==> src/rtl/dvi_palette_ctrl.sv <==
// Palette RAM write sequencer: queued host updates and hardware range fills,
// both committed only while the commit window (vblank or immediate) is open.
module dvi_palette_ctrl #(
  parameter int W_ADDR     = 8,
  parameter int W_DATA     = 24,
  parameter int FIFO_DEPTH = 4
) (
  input  logic                          clk,
  input  logic                          rst_n,
  input  logic                          vblank,
  input  logic                          immediate,
  input  logic                          upd_valid,
  output logic                          upd_ready,
  input  logic [W_ADDR-1:0]             upd_addr,
  input  logic [W_DATA-1:0]             upd_data,
  input  logic                          fill_start,
  input  logic [W_ADDR-1:0]             fill_first,
  input  logic [W_ADDR-1:0]             fill_last,
  input  logic [W_DATA-1:0]             fill_data,
  output logic                          fill_busy,
  output logic [$clog2(FIFO_DEPTH):0]   fifo_level,
  output logic                          pal_wen,
  output logic [W_ADDR-1:0]             pal_waddr,
  output logic [W_DATA-1:0]             pal_wdata
);

  localparam int W_PTR = $clog2(FIFO_DEPTH);
  localparam int W_LVL = W_PTR + 1;
  localparam int W_ENT = W_ADDR + W_DATA;

  typedef enum logic [1:0] {IDLE, FILL_WAIT, FILL} state_t;

  state_t                state_reg, state_next;
  logic [W_ENT-1:0]      fifo_mem [FIFO_DEPTH];
  logic [W_PTR-1:0]      wr_ptr_reg, rd_ptr_reg;
  logic [W_LVL-1:0]      level_reg;
  logic [W_ADDR-1:0]     fill_cur_reg, fill_last_reg;
  logic [W_DATA-1:0]     fill_data_reg;
  logic                  pal_wen_reg;
  logic [W_ADDR-1:0]     pal_waddr_reg;
  logic [W_DATA-1:0]     pal_wdata_reg;

  logic win, fifo_empty, push, pop, fill_issue, fill_accept;

  always_comb begin
    win         = vblank | immediate;
    fifo_empty  = (level_reg == '0);
    fill_busy   = (state_reg != IDLE);
    upd_ready   = (level_reg != W_LVL'(FIFO_DEPTH)) && !fill_busy;
    push        = upd_valid && upd_ready;
    // The FIFO may drain in IDLE and FILL_WAIT; during FILL it is empty by construction.
    pop         = win && !fifo_empty && (state_reg != FILL);
    fill_issue  = win && (state_reg == FILL);
    fill_accept = fill_start && (state_reg == IDLE);
  end

  always_comb begin
    state_next = state_reg;
    case (state_reg)
      IDLE:      if (fill_accept) state_next = FILL_WAIT;
      FILL_WAIT: if (fifo_empty && win) state_next = FILL;
      FILL:      if (fill_issue && (fill_cur_reg == fill_last_reg)) state_next = IDLE;
      default:   state_next = IDLE;
    endcase
  end

  always_ff @(posedge clk) begin
    if (!rst_n) begin
      state_reg  <= IDLE;
      wr_ptr_reg <= '0;
      rd_ptr_reg <= '0;
      level_reg  <= '0;
    end else begin
      state_reg <= state_next;
      if (push) wr_ptr_reg <= wr_ptr_reg + W_PTR'(1);
      if (pop)  rd_ptr_reg <= rd_ptr_reg + W_PTR'(1);
      case ({push, pop})
        2'b10:   level_reg <= level_reg + W_LVL'(1);
        2'b01:   level_reg <= level_reg - W_LVL'(1);
        default: level_reg <= level_reg;
      endcase
    end
  end

  // Queue storage carries no reset so it can map onto distributed/block RAM.
  always_ff @(posedge clk) begin
    if (push) fifo_mem[wr_ptr_reg] <= {upd_addr, upd_data};
  end

  always_ff @(posedge clk) begin
    if (!rst_n) begin
      fill_cur_reg  <= '0;
      fill_last_reg <= '0;
      fill_data_reg <= '0;
    end else if (fill_accept) begin
      fill_cur_reg  <= fill_first;
      fill_last_reg <= fill_last;
      fill_data_reg <= fill_data;
    end else if (fill_issue) begin
      fill_cur_reg  <= fill_cur_reg + W_ADDR'(1);
    end
  end

  // Registered write port; address/data hold when nothing is issued.
  always_ff @(posedge clk) begin
    if (!rst_n) begin
      pal_wen_reg   <= 1'b0;
      pal_waddr_reg <= '0;
      pal_wdata_reg <= '0;
    end else begin
      pal_wen_reg <= pop | fill_issue;
      if (pop) begin
        {pal_waddr_reg, pal_wdata_reg} <= fifo_mem[rd_ptr_reg];
      end else if (fill_issue) begin
        pal_waddr_reg <= fill_cur_reg;
        pal_wdata_reg <= fill_data_reg;
      end
    end
  end

  assign fifo_level = level_reg;
  assign pal_wen    = pal_wen_reg;
  assign pal_waddr  = pal_waddr_reg;
  assign pal_wdata  = pal_wdata_reg;

endmodule

==> config.mk <==
export PLATFORM = sky130hd
export DESIGN_NAME = dvi_palette_ctrl
export DESIGN_NICKNAME = d
export VERILOG_FILES = /design/src/rtl/dvi_palette_ctrl.sv
export SDC_FILE = /design/constraint.sdc
export NUM_CORES = 1
export LEC_CHECK = 0
export CORE_ASPECT_RATIO = 1.4
export CORE_MARGIN = 1.5
export CORE_UTILIZATION = 54
export DETAILED_ROUTE_END_ITERATION = 8
export PLACE_DENSITY_LB_ADDON = 0.3
export SYNTH_ARGS = -nofsm -noshare
export SYNTH_HDL_FRONTEND = slang
export SYNTH_SLANG_ARGS = --single-unit
==> constraint.sdc <==
create_clock -name clk -period 3.29 [get_ports clk]
set_input_delay 0.658 -clock clk [delete_from_list [all_inputs] [get_ports clk]]
set_output_delay 0.658 -clock clk [all_outputs]
set_load 0.02 [all_outputs]
# Word level (Yosys, flattened, before mapping)
# Memories as Yosys holds them, arrays and structs flattened. A register that Yosys moved wholly into a read port is not among the register bits.
# Index checks and enable logic that the tools add are counted.
# word_totals
register_bits	82
latchBits	0
mem_bits_rw	128
romBits	0
input_bits	78
wordCells	60
n_memories	1
# memory_table
memory	words	width	read_ports	rd_ports_with_merged_regs	wr	line_no	rtl
fifo_mem	4	32	1	1	1	34	logic [W_ENT-1:0] fifo_mem [FIFO_DEPTH];
# classes
n_addsub	5
n_mul	0
n_div	0
order_cmp	0
n_eq_ne	10
shifts	0
muxes	15
n_bitwise	2
n_reduce_logical	17
# op_table
cell	n
24-bit 2-to-1 mux	2
8-bit 2-to-1 mux	4
2-bit 2-to-1 mux	5
8-bit by 1-bit adder with 8-bit output, second input constant	1
8-bit equality test	1
1-bit logical AND	8
2-bit nonzero test	4
2-bit != test, second input constant	3
2-bit one-hot mux with 3 select lines	1
3-bit one-hot mux with 2 select lines	1
2-bit by 1-bit adder with 2-bit output, second input constant	2
2-bit by 1-bit equality test with 1-bit output, second input constant	2
2-bit equality test, second input constant	2
3-bit by 1-bit adder with 3-bit output, second input constant	1
3-bit logical NOT	1
3-bit != test, second input constant	1
3-bit AND reduction	1
3-bit by 1-bit subtractor with 3-bit output, second input constant	1
1-bit logical NOT	2
2-bit logical NOT	1
1-bit 2-to-1 mux	2
2-bit by 1-bit != test with 1-bit output, second input constant	1
1-bit bitwise OR	2

# Logic depth before layout (Yosys ltp)
# depth
depth_word	6
ltp_mapped	10
mapped_depth_nobuf	10

# Worst setup path after synthesis
# Ideal clock, no wire load.
# synth_timing
kind	input -> register
startpoint	input immediate
endpoint	register level_reg[2] (netlist: fifo_level[2])
setup_ns	0.070
arrival_ns	2.412
setup_slack_ns	0.808
cell_stages	10
path_buffers	2
cell_sequence	o32a_1 > and2_1 > buf_6 > buf_6 > ha_1 > inv_1 > fa_1 > xor2_1 > or3_1 > a21oi_1
# synth_between
elab_chain_len	5
# synth_lines
element	line_no	rtl
from (decl)	11	input logic immediate,
1-bit bitwise OR *	46	win = vblank | immediate;
1-bit logical AND * (2 in a row)	52	pop = win && !fifo_empty && (state_reg != FILL);
2-bit by 1-bit equality test with 1-bit output / 2-bit equality test (equally long branches)	77	case ({push, pop})
3-bit one-hot mux with 2 select lines / 2-bit nonzero test (equally long branches)	n/a	
to (signal assigned)	78	2'b10: level_reg <= level_reg + W_LVL'(1);
to (signal assigned)	79	2'b01: level_reg <= level_reg - W_LVL'(1);
to (signal assigned)	80	default: level_reg <= level_reg;
to (decl)	36	logic [W_LVL-1:0] level_reg;
# Mark *: on every way between the ends. The rest lies on a longest branch, timed or not.
# A chain may end at the register's enable or synchronous reset.

# Worst setup path after layout
# layout_timing
startpoint	register state_reg[1]
endpoint	output upd_ready
# layout_between
elab_chain_len	3
# layout_lines
element	line_no	rtl
from (decl)	33	state_t state_reg, state_next;
from (signal assigned)	74	state_reg <= state_next;
2-bit nonzero test	48	fill_busy = (state_reg != IDLE);
1-bit logical NOT	49	upd_ready = (level_reg != W_LVL'(FIFO_DEPTH)) && !fill_busy;
1-bit logical AND	49	
to (decl)	13	output logic upd_ready,
# No other way between the ends.

==> impl_metrics.yaml <==
outcome:
  status: "completed"
yosys:
  synthTopCellsByArea: "edfxtp_1, dfxtp_1, mux4_2"
  syn_area_um2: 8160
  synth_xor_xnor_area_share_pct: 2.15
  yosys.area_share.adder_pct: 1.17
  synthSimpleGateAreaFrac_pct: 5.83
  synthFlopType: "edfxtp_1"
  synth.avg_cell_area_um2: 14.8
  synthArstFlopShare_pct: 0
  muxShareOfSynthArea_pct: 12.8
  synth_largest_area_cell: "edfxtp_1"
  syn_inst: 552
  yosys_warnings: 0
  syn_nets: 637
  synth_edf_count: 128
  synth_compound_area_share_pct: 7.56
  ys_ff_latch: 212
  synth_top_area_share_pct: 47.1
  synth_top_family_by_area: "multiplexers"
  yosysSeqAreaShare_pct: 67.7
  synth.distinct_cells: 37
clock_tree:
  cts_setup_buffers: 0
  cts_hold_buf: 0
  cts_htree_levels: 1
  ctsResizeCount: 0
  cts.sinks: 212
  cts_tree: "built"
  cts.clk_slew.worst_paths_ns: 0.06
  worstSkewPairLatency_ns: 0.48
  cts_root_buf: "clkbuf_16"
  cts_buffers: 20
  ctsLongestPathBuffers: 3
setup_path:
  worstPathRequired_ns: 2.63
  crit_type: "flip-flop to primary output"
  arrival_ns: 1.86
  r2r-start: "state_reg[1]"
  path_max_fanout: 4
  crit_path_start_kind: "flip-flop"
  endpoint_kind: "primary output"
  r2r_slack_ns: 0.90
  r2r_end: "fifo_level[2]"
  reg2reg_depth: 10
route:
  avgViaCountPerCell: 5.61
  drtIter0Drc: 300
  drt_wl_total_um: 17300
  vias: 4907
  ant_nets: 0
  drt-wirelength-per-cell_um: 19.8
  drtPass1Iterations: 6
  drc: 0
finish:
  final_cell_mix: "edfxtp_1, clkdlybuf4s50_1, dfxtp_1, nand2_1, a21oi_1"
  layout_commonest_cell: "edfxtp_1"
  largest_register_ffs: 128
  drive_gt1_share_pct: 12.9
  area_growth_syn_to_layout_pct: 23.7
  final_util_pct: 67.6
  num-fill-cells: 1038
  finish.instance_area_um2: 10100
  nNetsFinal: 752
global_routing:
  grt_pass1_vias: 5298
  grt_pass1_wl_um: 27300
  antenna_found_initial: 1
  gr-total-overflow: 0
  grt_start_max_net_pins: 35
  grt_usage_pct: 22.4
pwr:
  p_switching_uw: 2400
  switching_share_pct: 30.1
  power_leakage_uw: 0.00339
  peakVddDrop_mv: 0.584
  seqPwrFrac_pct: 44.0
  internal_power_uw: 5570
  clockPowerShare_pct: 27.2
  comb_power_share_pct: 28.9
  powerDensity_nw_per_um2: 790
die:
  initial_core_util_pct: 54.7
  fp.dieW_um: 107
  die_y_um: 148
  num_rows: 53
  dieArea_um2: 15900
  pin_count: 116
  coreArea_um2: 14900
sta:
  finalCritPeriodShare_pct: 76.7
  finalHoldViolations: 0
  whs_ns: 0.454
  max_slew_margin_pct: 41.8
  fmax_ghz: 0.396
  finalMaxSlewViolations: 0
  tns_ns: 0
  skew_ns: 0.0133
  rsz0062_at_grt: "false"
  worst_pin_slew_ns: 0.873
  setup_violations: 0
  min_period_ns: 2.52
worst_hold_path:
  hold_depth: 2
  hold_end: "fill_data_reg[14]"
  hold_class: "flip-flop to flip-flop"
  hold_start: "fill_data_reg[14]"
place:
  gp_congestion: 0.833
  hpwl_um: 10600
  post_dp_cell_area_um2: 9470
  port_buffers: 115
flow_run:
  cap_violations: 0
-- stage by stage --
step | total power (uW) | worst slack (ns) | cells
floorplan | 5110 | 0.808 | 552
finish | 7970 | 0.767 | 874
detailed placement | 5870 | 0.446 | 837
global placement | 5790 | 0.538 | 837
CTS | 8040 | 0.762 | 873
global route | 8340 | 0.635 | 874
-- critical path: stages, from the launching register on --
cell,delay (ns)
dfxtp_1,0.35
nor2_1,0.19
inv_1,0.12
a21oi_1,0.12
clkdlybuf4s50_1,0.61
-- layout make-up --
class / count / area [um^2] / share of cell area, %
multi-input combinational: 294 / 2410 / 23.9
inverter: 11 / 41.3 / 0.409
sequential: 212 / 5530 / 54.8
clock buffer: 26 / 544 / 5.39
antenna: 1 / 2.50 / 0.0248
clock inverter: 10 / 73.8 / 0.732
timing repair buffer: 128 / 1250 / 12.4
tap: 192 / 240 / 2.38
-- metal layers --
metal	track usage, %	wire length, um	up-vias
met5	0	0	-
met4	6.87	437	0
met3	3.55	858	36
met2	41.1	9260	164
met1	26.8	6720	2419
li1	-	-	2288
-- power by group through the flow --
stage | Combinational (uW) | Clock [uW] | Sequential (uW)
2_1_floorplan | 1480 | 0 | 3620
3_3_place_gp | 2260 | 0 | 3530
3_5_place_dp | 2310 | 0 | 3550
4_1_cts | 2330 | 2210 | 3500
5_1_grt | 2490 | 2310 | 3540
6_report | 2300 | 2170 | 3500
-- synthesized netlist by cell type, drive strengths merged, types with 5 or more instances --
| cell type | n |
|---|---|
| edfxtp | 128 |
| dfxtp | 84 |
| nand2 | 69 |
| a21oi | 45 |
| mux2i | 32 |
| mux4 | 32 |
| o2bb2ai | 29 |
| buf | 19 |
| nor2 | 19 |
| clkbuf | 16 |
| inv | 11 |
| xor2 | 11 |
| o21ai | 10 |
| xnor2 | 9 |
| and2 | 6 |
| ha | 6 |
| nor4 | 5 |
-- worst max path at each step --
stage / from / endpoint / slack [ns] / cells after the start
3_5_place_dp: upd_valid / fifo_level[2] / 0.45 / 10
2_1_floorplan: immediate / fifo_level[2] / 0.81 / 10
3_3_place_gp: immediate / fifo_level[2] / 0.54 / 9
4_1_cts: state_reg[0] / upd_ready / 0.76 / 4
5_1_grt: state_reg[0] / upd_ready / 0.63 / 4
6_report: state_reg[1] / upd_ready / 0.77 / 4
-- kinds of logic after synthesis --
group / count (synthesis)
simple gates: 110
buf+inv: 46
xor+xnor: 20
flops: 212
compound gates: 93
fa+ha+maj: 7
mux: 64
No activity file was read; power rests on OpenSTA's default activity.
==> edit, RTL diff (same flow settings) <==
The parameter `FIFO_DEPTH` goes from 4 to 8.
--- a/src/rtl/dvi_palette_ctrl.sv
+++ b/src/rtl/dvi_palette_ctrl.sv
@@ -3,7 +3,7 @@
 module dvi_palette_ctrl #(
   parameter int W_ADDR     = 8,
   parameter int W_DATA     = 24,
-  parameter int FIFO_DEPTH = 4
+  parameter int FIFO_DEPTH = 8
 ) (
   input  logic                          clk,
   input  logic                          rst_n,
Interface: changed (resized fifo_level); port bits go from 116 to 117. No check against the original RTL was run, so the function may have changed too.
==> edit against the unedited design <==
Worst setup slack lost 330 ps. Clock skew grew 3.6 ps. Combinational power grew 40%. Sequential cell count grew 132. Power grew 55%. Clock power grew 72%. Final area grew 58%. Final cell count grew 42%. Area after synthesis grew 61%. Routed wire length grew 71%. Critical path type unchanged. Largest power group unchanged. Highest routed layer is now met5.
==> edit: results (changes against the unedited design) <==
[outcome]
outcome = complete, no violations  ; unchanged

[placement]
dp_hpwl_mm = 17.2  ; was 10.6 mm
portBuffers = 116  ; was 115
dpl-instance-area_um2 = 14800  ; was 9470 um2
post-place-ws_ps = 429  ; was 446 ps
gp_congestion = 0.757  ; was 0.833

[global_route]
grtUsageMet3_pct = 2.78  ; was 3.55%
met1_usage_pct = 30.7  ; was 26.8%
grt_pass1_vias = 7785  ; was 5,298
grt_use_total_pct = 23.9  ; was 22.4%
antenna_found_initial = 2  ; was 1
globalRouteMet2Util_pct = 42.2  ; was 41.1%
grt_pass1_wl_mm = 44.9  ; was 27.3 mm
grt_max_degree = 46  ; was 35

[clock_tree]
clk_latency_ps = 550  ; was 480 ps
cts_root_buf = clkbuf_16  ; unchanged

[timing]
skew_ps = 17.0  ; was 13.3 ps
tightest_slew_ps = 956  ; was 873 ps
post-route-period-util_pct = 86.8  ; was 76.7%

[setup_path]
crit_end = upd_ready  ; unchanged
critPathLaunch = state_reg[0]  ; was state_reg[1]
ff2ff_setup_slack_ps = 760  ; was 900 ps
worstReg2RegEnd = fifo_level[2]  ; unchanged
r2r-start = fifo_level[1]  ; was state_reg[1]
r2r_cells = 9  ; was 10
cp_max_fo = 6  ; was 4
critPathMaxStageDelay_ps = 650  ; was 610 ps
cp.arrival_ps = 2200  ; was 1860 ps

[synthesis]
synthFlopType = edfxtp_1  ; unchanged
synth_warnings = 0  ; unchanged
synth.avg_cell_area_um2 = 16.9  ; was 14.8 um2
synth_edf_count = 256  ; was 128
syn-num-nets = 863  ; was 637
synth.distinct_cells = 41  ; was 37
synth.area.top_cells = edfxtp_1, dfxtp_1, mux4_2  ; unchanged
synth_commonest_cells = edfxtp_1, dfxtp_1, nand2_1  ; unchanged

[routing]
wl_per_cell_um = 23.7  ; was 19.8 um
drtPass1Iterations = 5  ; was 6
dr.first_iter.drc_count = 497  ; was 300

[cells_and_area]
largest_reg_flops = 256  ; was 128
drive_gt1_share_pct = 20.6  ; was 12.9%
nets = 992  ; was 752

[pwr]
ir_worst_vdd_mv = 0.526  ; was 0.584 mV
p_leak_uw = 0.00506  ; was 0.00339 uW

==> edit: worst min-delay path by stage <==
stage	startpoint	end	slack, ps	cells past startpoint
after floorplan	fill_data_reg[0]	fill_data_reg[0]	440	2
after global placement	fill_last_reg[0]	fill_last_reg[0]	460	2
after detailed placement	fill_last_reg[3]	fill_last_reg[3]	460	2
after CTS	fill_last_reg[3]	fill_last_reg[3]	470	2
after global routing	fill_data_reg[16]	fill_data_reg[16]	490	2
final	fill_data_reg[17]	fill_data_reg[17]	470	2
==> edit: cell families (layout without fill, tap and decap cells) <==
family,count (synthesis),after routing,synth area share (%)
other cells,0,1,0
fa+ha+maj,6,6,0.572
xor+xnor,20,20,1.33
compound gates,124,124,7.49
buf+inv,51,203,1.84
flops,344,344,72.0
mux,67,67,11.2
simple gates,167,167,5.60
==> edit: metal layers <==
layer	vias to the layer above	routed length [um]
met1	3792	11400
met2	289	15600
met3	60	1720
li1	3321	-
met5	-	13
met4	2	753
==> edit: layout make-up <==
type	count	share of cell area (%)
Tap cell	310	2.44
Clock buffer	39	5.31
Sequential cell	344	59.4
Clock inverter	17	1.39
Timing Repair Buffer	145	9.26
Inverter	2	0.0472
Multi-Input combinational cell	384	22.1
Antenna cell	1	0.0157
==> edit: worst min-delay path, cell delays in order (launching register included) <==
cell and delay (ps):
dfxtp_1 320, nand2_1 50, a21oi_1 50
==> edit: through the flow <==
stage / utilization, % / total power [uW]
after global placement: 62.2 / 8670
final: 66.6 / 12400
after CTS: 66.6 / 12400
after detailed placement: 62.2 / 8730
after global routing: 66.6 / 12800
after floorplan: - / 7580
==> edit: power by group <==
group          switching, uW  total (uW)  leakage (uW)  internal, uW
clock                   1530        3730      0.000503          2210
sequential               304        5400       0.00304          5090
combinational           1760        3230       0.00151          1470
total                   3590       12400       0.00506          8770
